`src/rtl/uart_tx_ctrl.sv`:
```
// uart_tx_ctrl: UART transmit frame sequencer.
// Accepts a byte over a valid/ready handshake and steps the line through
// start, data, optional parity and stop bits. It drives the PISO load/shift
// strobes and the line-mux select. One baud clock equals one bit time.
//
// state  | meaning
// IDLE   | line high, waiting for a frame
// START  | start bit on line, PISO loads the held payload
// DATA   | payload bits on line LSB first, PISO shifts each cycle
// PARITY | held parity bit on line (only when par_en was set on accept)
// STOP   | line high for STOP_BITS cycles, last one can accept the next frame
module uart_tx_ctrl #(
    parameter int DATA_WIDTH = 8,
    parameter int STOP_BITS  = 1
) (
    input  logic                  baud_rate_tx,
    input  logic                  rst,
    input  logic                  tx_valid,
    input  logic [DATA_WIDTH-1:0] tx_data,
    input  logic                  par_en,
    input  logic                  par_odd,
    output logic                  tx_ready,
    output logic [DATA_WIDTH-1:0] p_data_out,
    output logic                  load,
    output logic                  shift,
    output logic                  parity_bit,
    output logic [1:0]            mux_sel,
    output logic                  busy,
    output logic                  tx_done
);

    localparam int CW = $clog2(DATA_WIDTH + 1);
    localparam logic [CW-1:0] LAST_DATA = CW'(DATA_WIDTH - 1);
    localparam logic [CW-1:0] LAST_STOP = CW'(STOP_BITS - 1);

    localparam logic [1:0] MUX_HIGH   = 2'b00;
    localparam logic [1:0] MUX_START  = 2'b01;
    localparam logic [1:0] MUX_DATA   = 2'b10;
    localparam logic [1:0] MUX_PARITY = 2'b11;

    typedef enum logic [2:0] {
        S_IDLE,
        S_START,
        S_DATA,
        S_PARITY,
        S_STOP
    } state_t;

    state_t                state_q, state_d;
    logic [CW-1:0]         cnt_q, cnt_d;
    logic [DATA_WIDTH-1:0] data_q, data_d;
    logic                  par_en_q, par_en_d;
    logic                  parity_q, parity_d;

    logic                  ready_q, ready_d;
    logic                  load_q, load_d;
    logic                  shift_q, shift_d;
    logic                  busy_q, busy_d;
    logic                  done_q, done_d;
    logic [1:0]            mux_q, mux_d;

    logic                  accept;

    // ready_q is the decode of the current state, so this is the live handshake
    assign accept = tx_valid & ready_q;

    // Next-state, bit counter and frame capture
    always_comb begin
        state_d  = state_q;
        cnt_d    = cnt_q;
        data_d   = data_q;
        par_en_d = par_en_q;
        parity_d = parity_q;

        if (accept) begin
            data_d   = tx_data;
            par_en_d = par_en;
            parity_d = (^tx_data) ^ par_odd;
        end

        case (state_q)
            S_IDLE: begin
                if (accept) begin
                    state_d = S_START;
                end
            end
            S_START: begin
                state_d = S_DATA;
                cnt_d   = '0;
            end
            S_DATA: begin
                if (cnt_q == LAST_DATA) begin
                    cnt_d   = '0;
                    state_d = par_en_q ? S_PARITY : S_STOP;
                end else begin
                    cnt_d = cnt_q + 1'b1;
                end
            end
            S_PARITY: begin
                state_d = S_STOP;
                cnt_d   = '0;
            end
            S_STOP: begin
                if (cnt_q == LAST_STOP) begin
                    cnt_d   = '0;
                    state_d = accept ? S_START : S_IDLE;
                end else begin
                    cnt_d = cnt_q + 1'b1;
                end
            end
            default: begin
                state_d = S_IDLE;
                cnt_d   = '0;
            end
        endcase
    end

    // Output decode of the upcoming state so the outputs can be registered
    always_comb begin
        ready_d = 1'b0;
        load_d  = 1'b0;
        shift_d = 1'b0;
        busy_d  = 1'b1;
        done_d  = 1'b0;
        mux_d   = MUX_HIGH;
        case (state_d)
            S_IDLE: begin
                ready_d = 1'b1;
                busy_d  = 1'b0;
            end
            S_START: begin
                mux_d  = MUX_START;
                load_d = 1'b1;
            end
            S_DATA: begin
                mux_d   = MUX_DATA;
                shift_d = 1'b1;
            end
            S_PARITY: begin
                mux_d = MUX_PARITY;
            end
            S_STOP: begin
                if (cnt_d == LAST_STOP) begin
                    ready_d = 1'b1;
                    done_d  = 1'b1;
                end
            end
            default: begin
                ready_d = 1'b1;
                busy_d  = 1'b0;
            end
        endcase
    end

    // State, held frame and registered outputs; reset aborts any frame in flight
    always_ff @(posedge baud_rate_tx or posedge rst) begin
        if (rst) begin
            state_q  <= S_IDLE;
            cnt_q    <= '0;
            data_q   <= '0;
            par_en_q <= 1'b0;
            parity_q <= 1'b0;
            ready_q  <= 1'b1;
            load_q   <= 1'b0;
            shift_q  <= 1'b0;
            busy_q   <= 1'b0;
            done_q   <= 1'b0;
            mux_q    <= MUX_HIGH;
        end else begin
            state_q  <= state_d;
            cnt_q    <= cnt_d;
            data_q   <= data_d;
            par_en_q <= par_en_d;
            parity_q <= parity_d;
            ready_q  <= ready_d;
            load_q   <= load_d;
            shift_q  <= shift_d;
            busy_q   <= busy_d;
            done_q   <= done_d;
            mux_q    <= mux_d;
        end
    end

    assign tx_ready   = ready_q;
    assign p_data_out = data_q;
    assign load       = load_q;
    assign shift      = shift_q;
    assign parity_bit = parity_q;
    assign mux_sel    = mux_q;
    assign busy       = busy_q;
    assign tx_done    = done_q;

endmodule

```
`config.mk`:
```
export PLATFORM = sky130hd
export DESIGN_NAME = uart_tx_ctrl
export DESIGN_NICKNAME = d
export VERILOG_FILES = /design/src/rtl/uart_tx_ctrl.sv
export SDC_FILE = /design/constraint.sdc
export NUM_CORES = 1
export LEC_CHECK = 0
export BUFFER_PORTS_ARGS = -buffer_cell sky130_fd_sc_hd__buf_2
export CAP_MARGIN = 20
export CORE_AREA = 2 2 62 64
export DETAILED_ROUTE_END_ITERATION = 12
export DIE_AREA = 0 0 64 66
export GPL_ROUTABILITY_DRIVEN = 1
export PLACE_DENSITY = 0.61
export SYNTH_ARGS = -nofsm -noshare
export SYNTH_HDL_FRONTEND = slang
export SYNTH_SLANG_ARGS = --single-unit
```
`constraint.sdc`:
```
create_clock -name baud_rate_tx -period 3.77 [get_ports baud_rate_tx]
set_input_delay 0.754 -clock baud_rate_tx [delete_from_list [all_inputs] [get_ports baud_rate_tx]]
set_output_delay 0.754 -clock baud_rate_tx [all_outputs]
set_load 0.05 [all_outputs]
```
==> results.yml, run 1 <==
die:
  die_h_um: 66
  ioPinCount: 29
  core-area_mm2: 0.00355
  start_util_pct: 33.6
  rows: 22
  die_x_um: 64
  dieArea_mm2: 0.00422
global_routing:
  track_usage_pct: 11.1
  antenna_found_initial: 0
  grt.overflow.total: 0
  grt_first_pass_wirelength_um: 3660
  grt_max_degree: 25
  grt_pass1_vias: 815
clock_network:
  cts_resized: 0
  cts_hold_buf: 0
  clk_path_buf_depth: 2
  h-tree-depth: 1
  insertion_delay_ns: 0.31
  cts_inserted_buffers: 3
  clock_sinks: 24
  postCtsSetupRepairBufs: 0
  path_clk_slew_ns: 0.10
  cts_tree: "built"
  cts_root_buf: "clkbuf_4"
timing:
  relSlewSlack_pct: 42.1
  grt_setup_unrepaired: "no"
  finalCritPeriodShare_pct: 48.8
  fin_worst_skew_ns: 0.0163
  final_hold_viol_count: 0
  fmax_mhz: 543
  fin_tns_setup_ns: 0
  tightestPinTransition_ns: 0.868
  setup_viol: 0
  min_period_ns: 1.84
  finalMaxSlewViolations: 0
critical_path:
  slowest_stage: "dfstp_2"
  critPathLaunch: "tx_ready"
  cp_top_family: "flip-flops"
  slowest_delay_ns: 0.54
  cp.arrival_ns: 1.09
  critical_path_depth: 1
  reg2reg_depth: 7
  cp-end-kind: "output port"
  crit_path_start_kind: "register"
  reg2reg_from: "cnt_q[0]"
  critPathKind: "register to output port"
  cp_max_fo: 2
  worst-path-buf-inv: 1
  critPathRequiredTime_ns: 3.02
  reg2reg_to: "tx_ready"
  r2r_setup_slack_ns: 2.11
  path_cells: "buf_2"
  endpoint: "tx_ready"
yosys:
  yosysMostFrequentCell: "dfrtp_1"
  synth-seq-area-share_pct: 50.4
  yosys-top-cells-count: "dfrtp_1, mux2_2, xnor2_1"
  avgSynthCellArea_um2: 11.7
  yosys_warnings: 0
  syn_nets: 117
  synth_edf_count: 0
  synth_top_area_share_pct: 48.2
  netlist_area_mm2: 0.00119
  synthFlopType: "dfrtp_1"
  synth_largest_area_cell: "dfrtp_1"
  synthTopCellsByArea: "dfrtp_1, mux2_2, xnor2_1"
  synth_seq_cells: 24
  netlist_instances: 102
  ys_types: 35
  synthArstFlopShare_pct: 100
drt:
  routed_via_density: 4.62
  first_pass_iters: 2
  drc: 0
  vias: 823
  wl_per_cell_um: 11.9
  drtAntennaViolNets: 0
  drt_wl_total_um: 2110
  drt-initial-drc-count: 10
worst_hold_path:
  hold_class: "register to register"
outcome:
  outcome: "finished, final reports clean"
finish:
  fin_util_pct: 39.3
  nets: 146
  fillers: 364
  postLayoutCellArea_mm2: 0.00140
  area_growth_pct: 17.0
  drive_above_1_share_pct: 38.5
  antenna_cells: 0
power_and_ir_drop:
  p_leak_nw: 0.633
  vdd_drop_max_mv: 0.541
  finalPower_w: 0.00133
  power_per_cell_area_mw_per_mm2: 951
flow_run:
  max_cap_viol_count: 0
placement:
  post_dp_cell_area_mm2: 0.00137
  place_congestion: 0.781
  port_buffers: 28
  dp_hpwl_um: 1600
-- worst min path at each step --
stage,to,startpoint,cells after the start
after detailed placement,p_data_out[4],p_data_out[4],1
after floorplan,par_en_q,par_en_q,1
after global routing,p_data_out[6],p_data_out[6],1
after CTS,p_data_out[4],p_data_out[4],1
final,p_data_out[4],p_data_out[4],1
after global placement,parity_bit,parity_bit,2
-- power breakdown --
part           internal, W  switching, W  total (W)
Clock            0.0000412     0.0000673   0.000109
Sequential        0.000375      0.000104   0.000479
Combinational     0.000238      0.000502   0.000740
-- area by class of cell --
cell class | count | area, um^2 | area share [%]
Sequential cell | 24 | 602 | 43.1
Multi-Input combinational cell | 68 | 546 | 39.1
Timing Repair Buffer | 28 | 140 | 10.0
Tap cell | 48 | 60.1 | 4.30
Clock buffer | 4 | 26.3 | 1.88
Inverter | 6 | 22.5 | 1.61
-- cells by family (layout without fill, tap and decap cells) --
| group | Yosys count | count (layout) | share of synthesized area [%] |
|---|---|---|---|
| buffers and inverters | 10 | 38 | 3.88 |
| adder cells (fa/ha/maj) | 3 | 3 | 2.93 |
| AND/OR/NAND/NOR | 25 | 25 | 11.6 |
| AO/OA/AOI/OAI | 21 | 21 | 15.3 |
| multiplexers | 9 | 9 | 8.49 |
| flip-flops | 24 | 24 | 50.4 |
| XOR/XNOR | 10 | 10 | 7.34 |
-- layer usage --
metal	wire [um]	global-route usage (%)
met5	0	0
met4	34	4.08
met3	61	2.56
met2	998	19.4
met1	1020	13.4
-- registers in the layout (all words and copies together), names as in the netlist --
signal      count
tx_ready        1
par_en_q        1
state_q         3
parity_bit      1
load            1
cnt_q           4
mux_sel         2
tx_done         1
shift           1
busy            1
p_data_out      8
-- cell usage in the layout (no fill, tap or decap), types with 2 or more instances in the layout --
cell type and n:
o31ai_2 2, o21bai_1 2, a21oi_1 7, buf_2 28
ha_1 2, nor2_1 7, nand2_1 6, dfrtp_1 23
mux2_2 9, nand3_1 3, nand2b_1 2, xnor2_1 8
o21ai_0 2, inv_1 5, xor2_1 2, clkbuf_4 3
-- stage by stage --
step / worst slack (ns) / cells / hold slack [ns]
CTS: 1.90 / 178 / 0.519
detailed placement: 2.00 / 174 / 0.492
global placement: 2.02 / 174 / 0.474
floorplan: 2.11 / 102 / 0.521
global route: 1.87 / 178 / 0.550
finish: 1.93 / 178 / 0.518
(Power assumes the default switching activity.)
==> inputs of run 2 (changes only) <==
==> constraint.sdc (replaced) <==
create_clock -name baud_rate_tx -period 1.7 [get_ports baud_rate_tx]
set_input_delay 0.34 -clock baud_rate_tx [delete_from_list [all_inputs] [get_ports baud_rate_tx]]
set_output_delay 0.34 -clock baud_rate_tx [all_outputs]
set_load 0.05 [all_outputs]
==> results.yml, run 2 (synthesis results as in run 1) <==
outcome:
  outcome: "finished, final reports clean"
timing:
  fmax_mhz: 592
  fin_worst_skew_ns: 0.0135
  fin_tns_setup_ns: 0
  setup_viol: 0
  finalMaxSlewViolations: 0
  tightestPinTransition_ns: 0.527
  grt_setup_unrepaired: "yes"
  relSlewSlack_pct: 64.9
  finalCritPeriodShare_pct: 99.4
  fin_hold_ws_ns: 0.0290
  final_hold_viol_count: 0
  min_period_ns: 1.69
placement:
  dp_hpwl_um: 1740
  place_congestion: 0.777
  post-place-cells: 175
  port_buffers: 28
global_routing:
  track_usage_pct: 11.4
  grt_first_pass_wirelength_um: 3770
  use_met3_pct: 2.73
  grt_pass1_vias: 829
  grt-busiest-layer: "met2"
  met2_usage_pct: 18.0
  antenna_found_initial: 0
  gr-usage-met1_pct: 14.9
  grt.overflow.total: 0
  grt_max_degree: 14
clock_network:
  cts_root_buf: "clkbuf_4"
  cts_hold_buf: 0
  cts_inserted_buffers: 3
  h-tree-depth: 1
  cts_tree: "built"
  insertion_delay_ns: 0.31
  clk_path_buf_depth: 2
  clock_sinks: 24
  path_clk_slew_ns: 0.11
finish:
  fin_cells: 181
  layout_commonest_cell: "buf_2"
  largest_register_ffs: 8
  multi_input_area_um2: 623
  seq_area_um2: 606
  drive_above_1_share_pct: 48.1
  final_cell_mix: "buf_2, dfrtp_1, mux2_2, xnor2_1"
  fillers: 330
  area_growth_pct: 25.9
  nets: 149
  antenna_cells: 0
die:
  ioPinCount: 29
  die_x_um: 64
  die_h_um: 66
  dieArea_mm2: 0.00422
  core-area_mm2: 0.00355
  rows: 22
  start_util_pct: 33.6
critical_path:
  path_cells: "inv_4 > ha_4 > nand2b_4 > o311ai_4 > nand2b_4 > a21oi_2 > o31ai_2"
  slowest_delay_ns: 0.45
  critPathKind: "register to register"
  critPathRequiredTime_ns: 1.92
  cp_max_fo: 4
  cp.arrival_ns: 1.91
  cp-end-kind: "register"
  crit_path_start_kind: "register"
  slowest_stage: "dfrtp_2"
  cpMostUsedCell: "nand2b_4"
drt:
  vias: 822
  drc: 0
  drtAntennaViolNets: 0
  routed_via_density: 4.54
  wl_per_cell_um: 12.8
  drt_wl_total_um: 2320
  drt-initial-drc-count: 13
  first_pass_iters: 4
worst_hold_path:
  hold_class: "input pin to asynchronous set/reset pin"
power_and_ir_drop:
  vdd_drop_max_mv: 1.11
  p_leak_nw: 0.688
  power_per_cell_area_mw_per_mm2: 2130
flow_run:
  max_cap_viol_count: 0
-- run 2: cell count changes in the layout (fill, tap and decap cells not counted), sizes merged --
cell  delta
buf      +3
-- run 2: report_power, final --
group | leakage, nW | total (W) | switching [W] | internal (W)
Clock | 0.0150 | 0.000243 | 0.000152 | 0.0000915
Sequential | 0.294 | 0.00110 | 0.000264 | 0.000836
Combinational | 0.379 | 0.00186 | 0.00121 | 0.000654
-- run 2: timing repair --
| item | CTS | global route |
|---|---|---|
| hold endpoints to repair | 0 | 0 |
| gates resized for setup | 0 | 18 |
| setup buffers | 0 | 2 |
| endpoints found under the setup margin | 0 | 2 |
-- run 2: area by class of cell --
type	instances	area share (%)
clock buffer	4	1.75
inverter	6	1.67
multi-input combinational	68	41.5
sequential	24	40.3
tap	48	4.00
timing repair buffer	31	10.8
-- run 2: stage by stage --
step	util, %	area [um^2]	worst slack (ns)	power [W]
detailed placement	38.8	1380	0.0585	0.00273
floorplan	-	1190	0.235	0.00240
CTS	39.5	1400	0.0416	0.00298
finish	42.3	1500	0.0103	0.00320
global placement	38.8	1380	0.137	0.00269
global route	42.3	1500	-0.0687	0.00340
-- run 2: worst paths after layout --
kind	depth (start not counted)	to	start	slack (ns)
setup / recovery	7	tx_ready	cnt_q[0]	0.01
hold / removal	2	p_data_out[3]	rst	0.03
setup reg to reg	7	tx_ready	cnt_q[0]	0.01
hold reg to reg	2	parity_bit	parity_bit	0.50
max in group asynchronous	3	p_data_out[1]	rst	1.16
min in group baud_rate_tx	2	par_en_q	par_en	0.25
-- run 2: per-layer routing --
layer | up-vias | wire length (um)
li1 | 408 | -
met1 | 397 | 1050
met2 | 15 | 1160
met3 | 2 | 77
met4 | 0 | 34
met5 | - | 0
-- run 2: worst max-delay path, delay by kind of cell, from the launching register on --
family,cells,cell delay (ns)
compound gates,3,0.65
fa+ha+maj,1,0.14
simple gates,2,0.28
flops,1,0.45
buf+inv,1,0.09
==> inputs of run 3 (changes only) <==
--- a/config.mk
+++ b/config.mk
@@ -5,11 +5,12 @@
 export SDC_FILE = /design/constraint.sdc
 export NUM_CORES = 1
 export LEC_CHECK = 0
+export ABC_AREA = 1
 export BUFFER_PORTS_ARGS = -buffer_cell sky130_fd_sc_hd__buf_2
 export CAP_MARGIN = 20
-export CORE_AREA = 2 2 62 64
+export CORE_AREA = 2 2 61 63
 export DETAILED_ROUTE_END_ITERATION = 12
-export DIE_AREA = 0 0 64 66
+export DIE_AREA = 0 0 63 65
 export GPL_ROUTABILITY_DRIVEN = 1
 export PLACE_DENSITY = 0.61
 export SYNTH_ARGS = -nofsm -noshare
==> results.yml, run 3 <==
outcome:
  outcome: "finished, final reports clean"
timing:
  finalMaxSlewViolations: 0
  relSlewSlack_pct: 76.2
  fin_hold_ws_ns: 0.0390
  tightestPinTransition_ns: 0.354
  grt_setup_unrepaired: "no"
  fmax_mhz: 688
  finalCritPeriodShare_pct: 85.6
  fin_worst_skew_ns: 0.00635
  fin_tns_setup_ns: 0
  finalWorstSetupSlack_ns: 0.246
  final_hold_viol_count: 0
  min_period_ns: 1.45
  setup_viol: 0
yosys:
  yosys_warnings: 0
  synth_xor_area_share_pct: 0.757
  synth_top_family_by_area: "simple AND/OR/NAND/NOR gates"
  netlist_instances: 147
  yosys-top-cells-count: "nand2_1, dfrtp_1, inv_1"
  synthArstFlopShare_pct: 100
  synth_seq_cells: 24
  synth_mux_area_share_pct: 0
  syn_nets: 162
  yosysMostFrequentCell: "nand2_1"
  synth_largest_area_cell: "dfrtp_1"
  synthAdderAreaFrac_pct: 2.16
  synthSimpleGateAreaFrac_pct: 34.3
  avgSynthCellArea_um2: 7.87
  synth_compound_area_share_pct: 3.03
  synth-seq-area-share_pct: 52.0
  synth_edf_count: 0
  synthFlopType: "dfrtp_1"
  synthTopCellsByArea: "dfrtp_1, nand2_1, inv_1"
  synth_top_area_share_pct: 49.7
  ys_types: 18
  netlist_area_mm2: 0.00116
clock_network:
  cts_hold_buf: 0
  cts_root_buf: "clkbuf_4"
  insertion_delay_ns: 0.31
  h-tree-depth: 1
  cts_tree: "built"
  clk_path_buf_depth: 2
  path_clk_slew_ns: 0.13
  cts_inserted_buffers: 3
  cts_resized: 0
  clock_sinks: 24
  postCtsSetupRepairBufs: 0
critical_path:
  critPathKind: "register to register"
  crit_path_start_kind: "register"
  path_cells: "ha_1 > nand3_2 > nor2_2 > nor3_2 > nand3_1 > nand2_1 > nor2_1"
  critPathRequiredTime_ns: 1.91
  worst-path-buf-inv: 0
  cp_top_family: "simple AND/OR/NAND/NOR gates"
  reg2reg_from: "cnt_q[0]"
  critPathLaunch: "cnt_q[0]"
  slowest_stage: "dfrtp_1"
  cp-end-kind: "register"
  cp_max_fo: 5
  slowest_delay_ns: 0.44
  cp.arrival_ns: 1.66
global_routing:
  grt_first_pass_wirelength_um: 4020
  antenna_found_initial: 0
  grt_pass1_vias: 963
  grt_max_degree: 25
  track_usage_pct: 12.1
  grt.overflow.total: 0
finish:
  drive_above_1_share_pct: 24.4
  nets: 196
  final_cell_mix: "nand2_1, buf_2, dfrtp_1, inv_1, nand3_1"
  area_growth_pct: 22.8
  largest_register_ffs: 8
  antenna_cells: 0
  fillers: 392
  layout_commonest_cell: "nand2_1"
die:
  die_h_um: 65
  ioPinCount: 29
  dieArea_mm2: 0.00410
  core-area_mm2: 0.00350
  rows: 22
  die_x_um: 63
  start_util_pct: 33.1
drt:
  first_pass_iters: 4
  drc: 0
  routed_via_density: 4.44
  drt-initial-drc-count: 8
  drt_wl_total_um: 2150
  wl_per_cell_um: 9.44
  vias: 1013
  drtAntennaViolNets: 0
placement:
  place_congestion: 0.820
  preCtsSetupSlack_ns: 0.270
  dp_hpwl_um: 1740
  port_buffers: 28
power_and_ir_drop:
  power_per_cell_area_mw_per_mm2: 2050
  vdd_drop_max_mv: 0.959
  finalPower_w: 0.00292
  p_leak_nw: 0.835
worst_hold_path:
  hold_class: "input pin to asynchronous set/reset pin"
flow_run:
  max_cap_viol_count: 0
run 3: worst min-delay path: stages:
cell and delay [ns]:
buf_2 0.09, inv_1 0.04, buf_4 0.28
run 3: final timing paths:
check                                endpoint  slack (ns)  cells past startpoint
worst max-delay path                    shift        0.25                      7
worst min-delay path                     busy        0.04                      3
min in group baud_rate_tx            par_en_q        0.22                      3
max in group asynchronous            tx_ready        1.39                      3
worst max register to register          shift        0.25                      7
worst min register to register  p_data_out[5]        0.50                      2
run 3: cell type report:
class / instances / area (um^2) / area share (%)
clock buffer: 3 / 22.5 / 1.58
timing repair buffer: 30 / 155 / 10.9
sequential: 24 / 602 / 42.3
multi-input combinational: 99 / 465 / 32.7
inverter: 23 / 86.3 / 6.07
tap: 48 / 60.1 / 4.23
clock inverter: 1 / 30.0 / 2.11
run 3: logic make-up (layout without fill, tap and decap cells):
logic type	count (synthesis)	after routing
adders and majority gates	2	2
DFF	24	24
and+or+nand+nor	89	89
xor gates and xnor gates	1	1
buffers and inverters	24	57
AOI/OAI and AO/OA	7	7
run 3: stage by stage:
stage               area [um^2]  cells  util, %
finish                     1420    228     40.7
global route               1420    228     40.7
CTS                        1420    228     40.7
detailed placement         1370    224     39.2
global placement           1370    224     39.2
floorplan                  1160    147        -
run 3: per-layer routing:
layer | vias to the layer above | GRT usage, % | wire length (um)
li1 | 522 | - | -
met2 | 19 | 21.4 | 998
met4 | 0 | 4.17 | 27
met5 | - | 0 | 0
met3 | 4 | 1.91 | 91
met1 | 468 | 15.0 | 1040
run 3: power breakdown:
part           switching (W)  leakage (nW)  internal (W)  total [W]
Sequential          0.000156         0.304      0.000826   0.000981
Clock               0.000165        0.0279      0.000238   0.000404
Combinational        0.00116         0.503      0.000378    0.00153
